`src/rtl/mem_pkg.sv`:
```
// -----------------------------------------------------------------------------
// mem_pkg
// Shared types and constants for the main-memory wait-state model.
//   mem_state_t : access FSM states (IDLE, WAIT, DONE)
//   MRW_READ / MRW_WRITE : encoding of the MRW request direction
//   DEF_*       : default widths and sizes
//   CNT_W       : width of the wait-state counter
// -----------------------------------------------------------------------------
package mem_pkg;

  typedef enum logic [1:0] {
    IDLE = 2'd0,
    WAIT = 2'd1,
    DONE = 2'd2
  } mem_state_t;

  localparam logic MRW_READ  = 1'b1;
  localparam logic MRW_WRITE = 1'b0;

  localparam int DEF_ADDR_W      = 16;
  localparam int DEF_DATA_W      = 32;
  localparam int DEF_MEM_DEPTH   = 1024;
  localparam int DEF_WAIT_CYCLES = 4;
  localparam int CNT_W           = 8;

endpackage

```
`src/rtl/wait_counter.sv`:
```
// -----------------------------------------------------------------------------
// wait_counter
// Loadable down-counter used to time memory wait states. Load wins over
// decrement, and a decrement at zero is ignored so the count never wraps.
// Ports:
//   clk        in  clock
//   reset      in  asynchronous active-high reset (count -> 0)
//   i_ld       in  load i_load_val
//   i_dec      in  decrement request (ignored when count is zero)
//   i_load_val in  value loaded on i_ld
//   o_zero     out count == 0
// -----------------------------------------------------------------------------
module wait_counter
  import mem_pkg::*;
#(
  parameter int W = CNT_W
) (
  input  logic         clk,
  input  logic         reset,
  input  logic         i_ld,
  input  logic         i_dec,
  input  logic [W-1:0] i_load_val,
  output logic         o_zero
);

  logic [W-1:0] r_cnt;

  always_ff @(posedge clk or posedge reset) begin
    if (reset) begin
      r_cnt <= '0;
    end else if (i_ld) begin
      r_cnt <= i_load_val;
    end else if (i_dec && (r_cnt != '0)) begin
      r_cnt <= r_cnt - 1'b1;
    end
  end

  assign o_zero = (r_cnt == '0);

endmodule

```
`config.mk`:
```
export PLATFORM = sky130hd
export DESIGN_NAME = wait_counter
export DESIGN_NICKNAME = d
export VERILOG_FILES = /design/src/rtl/mem_pkg.sv /design/src/rtl/wait_counter.sv
export SDC_FILE = /design/constraint.sdc
export NUM_CORES = 1
export LEC_CHECK = 0
export BUFFER_PORTS_ARGS = -buffer_cell sky130_fd_sc_hd__buf_2
export CORE_AREA = 2 2 39 41
export CTS_BUF_LIST = sky130_fd_sc_hd__clkbuf_8
export DETAILED_ROUTE_END_ITERATION = 8
export DIE_AREA = 0 0 41 43
export PLACE_DENSITY_LB_ADDON = 0.15
export SLEW_MARGIN = 30
export SYNTH_ARGS = -nofsm -noshare
export SYNTH_HDL_FRONTEND = slang
export SYNTH_SLANG_ARGS = --single-unit
```
`constraint.sdc`:
```
create_clock -name clk -period 2.3 [get_ports clk]
set_input_delay 0.23 -clock clk [delete_from_list [all_inputs] [get_ports clk]]
set_output_delay 0.23 -clock clk [all_outputs]
set_load 0.05 [all_outputs]
```
==> results.json <==
{
  "min_period_over_period": 0.889,
  "yosysTopAreaCell": "dfrtp_1",
  "cts_made_buffers": 3,
  "drive_gt1_frac": 0.279,
  "max_freq_mhz": 489,
  "grt_max_degree": 18,
  "core_area_mm2": 0.00138,
  "cts_tree": "done",
  "avgViaCountPerCell": 4.99,
  "grtUsageTotal": 0.137,
  "wl_met3_um": 39,
  "io_pins": 13,
  "end_kind": "output pin",
  "die_w_um": 41,
  "area_delta_synth_final_pct": 25.8,
  "rsz0062_at_grt": "no",
  "setup_violations": 0,
  "pwr_density_cell_mw_per_mm2": 687,
  "nets": 84,
  "route.top_layer_used": "met4",
  "synth_warnings": 0,
  "antenna_found_initial": 0,
  "top_register": "r_cnt",
  "worstMarginPinSlew_ns": 0.643,
  "clockRootBuffer": "clkbuf_8",
  "final_max_slew_viol_count": 0,
  "grt_pass1_wl_mm": 1.49,
  "synthArstFlopShare": 1.00,
  "ys_seq_elements": 8,
  "gp_congestion": 0.704,
  "wl_met1_um": 454,
  "reg.largest.list": "r_cnt x8",
  "num_antenna_cells": 0,
  "path_max_fanout": 4,
  "postCtsSetupBuffers": 0,
  "start_util": 0.358,
  "cts-resized-gates": 0,
  "vdd_drop_max_uv": 389,
  "total_leakage_power_uw": 0.000270,
  "synth_nets": 67,
  "start_kind": "register",
  "avgSynthCellArea_um2": 9.35,
  "die_h_um": 43,
  "synth_top_area_frac": 0.404,
  "hold_viol": 0,
  "worstSetupPathType": "register to output pin",
  "tns_ns": 0,
  "clk_latency_ns": 0.23,
  "fill_cells": 149,
  "row_count": 14,
  "yosysUniqueCellTypes": 28,
  "finalCriticalPeriod_ns": 2.04,
  "status": "finished, final reports clean",
  "grt_overflow_total": 0,
  "wl_met2_um": 437,
  "maxCapViolations": 0,
  "synth_common_cells": "8 x dfrtp_1, 8 x nand2_1, 4 x o21ai_0",
  "first_global_vias": 372,
  "skew_ns": 0.000796,
  "power.total_uw": 428,
  "cp.required_ns": 2.07,
  "drt_wl_total_um": 970,
  "hold_path.class": "primary input to register",
  "cts.sinks": 8,
  "slew-limit-headroom": 0.565,
  "syn-cell-area_um2": 495,
  "vias": 419,
  "path_clk_slew_ns": 0.04,
  "yosysSeqAreaShare": 0.404,
  "clockBufferDepth": 2,
  "synthTopCellsByArea": "dfrtp_1 40%, nand2_1 6.1%, ha_1 5.1%",
  "postRouteAntennaNets": 0,
  "avgRoutedWirePerCell_um": 11.5,
  "synthCells": 53,
  "cp_data_arrival_time_ns": 1.81,
  "drc": 0,
  "synth-main-ff-cell": "dfrtp_1",
  "drt_iter0_markers": 1,
  "dp_hpwl_um": 726,
  "synth_edf_count": 0,
  "htree_levels": 1,
  "first_pass_iters": 2,
  "largest_reg_flops": 8,
  "port_buffers": 12,
  "die_area_mm2": 0.00176
}
## area by class of cell
type                       instances  area [um2]  area share
tap                               16        20.0      0.0321
timing repair buffer              13        70.1       0.112
multi-input combinational         41         280       0.450
sequential                         8         200       0.321
inverter                           3        11.3      0.0181
clock buffer                       3        41.3      0.0663
## stage by stage
stage          hold slack, ns   util  setup WS, ns  instances  area [um2]
3_3_place_gp            0.201  0.413         0.475         80         572
2_1_floorplan          0.0457      -         0.214         53         495
4_1_cts                 0.210  0.450         0.252         84         623
5_1_grt                 0.219  0.450         0.186         84         623
6_report                0.210  0.450         0.256         84         623
3_5_place_dp            0.200  0.413         0.464         80         572
## path summary, 6_finish.rpt
check	to	slack (ns)	from	depth (start not counted)
hold / removal	r_cnt[2]	0.21	i_load_val[2]	3
min in group asynchronous	r_cnt[7]	0.51	reset	3
setup / recovery	o_zero	0.26	r_cnt[0]	5
max in group asynchronous	r_cnt[2]	1.54	reset	3
setup reg to reg	r_cnt[1]	0.46	r_cnt[0]	6
hold reg to reg	r_cnt[3]	0.55	r_cnt[3]	1
## kinds of logic after synthesis
| group | Yosys count | share of synthesized area |
|---|---|---|
| mux | 1 | 0.0227 |
| xor+xnor | 4 | 0.0707 |
| flops | 8 | 0.404 |
| buf+inv | 4 | 0.0303 |
| fa+ha+maj | 2 | 0.0505 |
| simple gates | 20 | 0.242 |
| compound gates | 14 | 0.179 |
## layer usage
layer | up-vias | track usage
li1 | 222 | -
met1 | 186 | 0.139
met2 | 7 | 0.206
met3 | 4 | 0.0471
met4 | 0 | 0.120
met5 | - | 0
## placed cells by master, fill, tap and decap left out, types with 2 or more instances in the layout
master / count
xor2_1: 2
xnor2_1: 2
dfrtp_1: 8
ha_1: 2
buf_2: 12
inv_1: 3
o21ai_0: 4
nor2_1: 2
nand2_1: 8
o21ai_1: 3
clkbuf_8: 3
## report_power, final
| part | internal [uW] | switching, uW | total, uW |
|---|---|---|---|
| clock | 113 | 54.1 | 167 |
| combinational | 41.5 | 44.3 | 85.8 |
| sequential | 158 | 16.8 | 175 |
| total | 313 | 115 | 428 |
## critical path, cell delays in order (launching register included)
cell and delay [ns]:
dfrtp_1 0.37, inv_1 0.11, ha_1 0.17, or4b_4 0.49, nor2_1 0.17, buf_2 0.29
## repair_timing
item,4_1_cts,5_1_grt
hold buffers,1,0
endpoints found under the hold margin,8,0
endpoints found under the setup margin,0,0
Note: power is estimated with default switching activity, not from simulation.
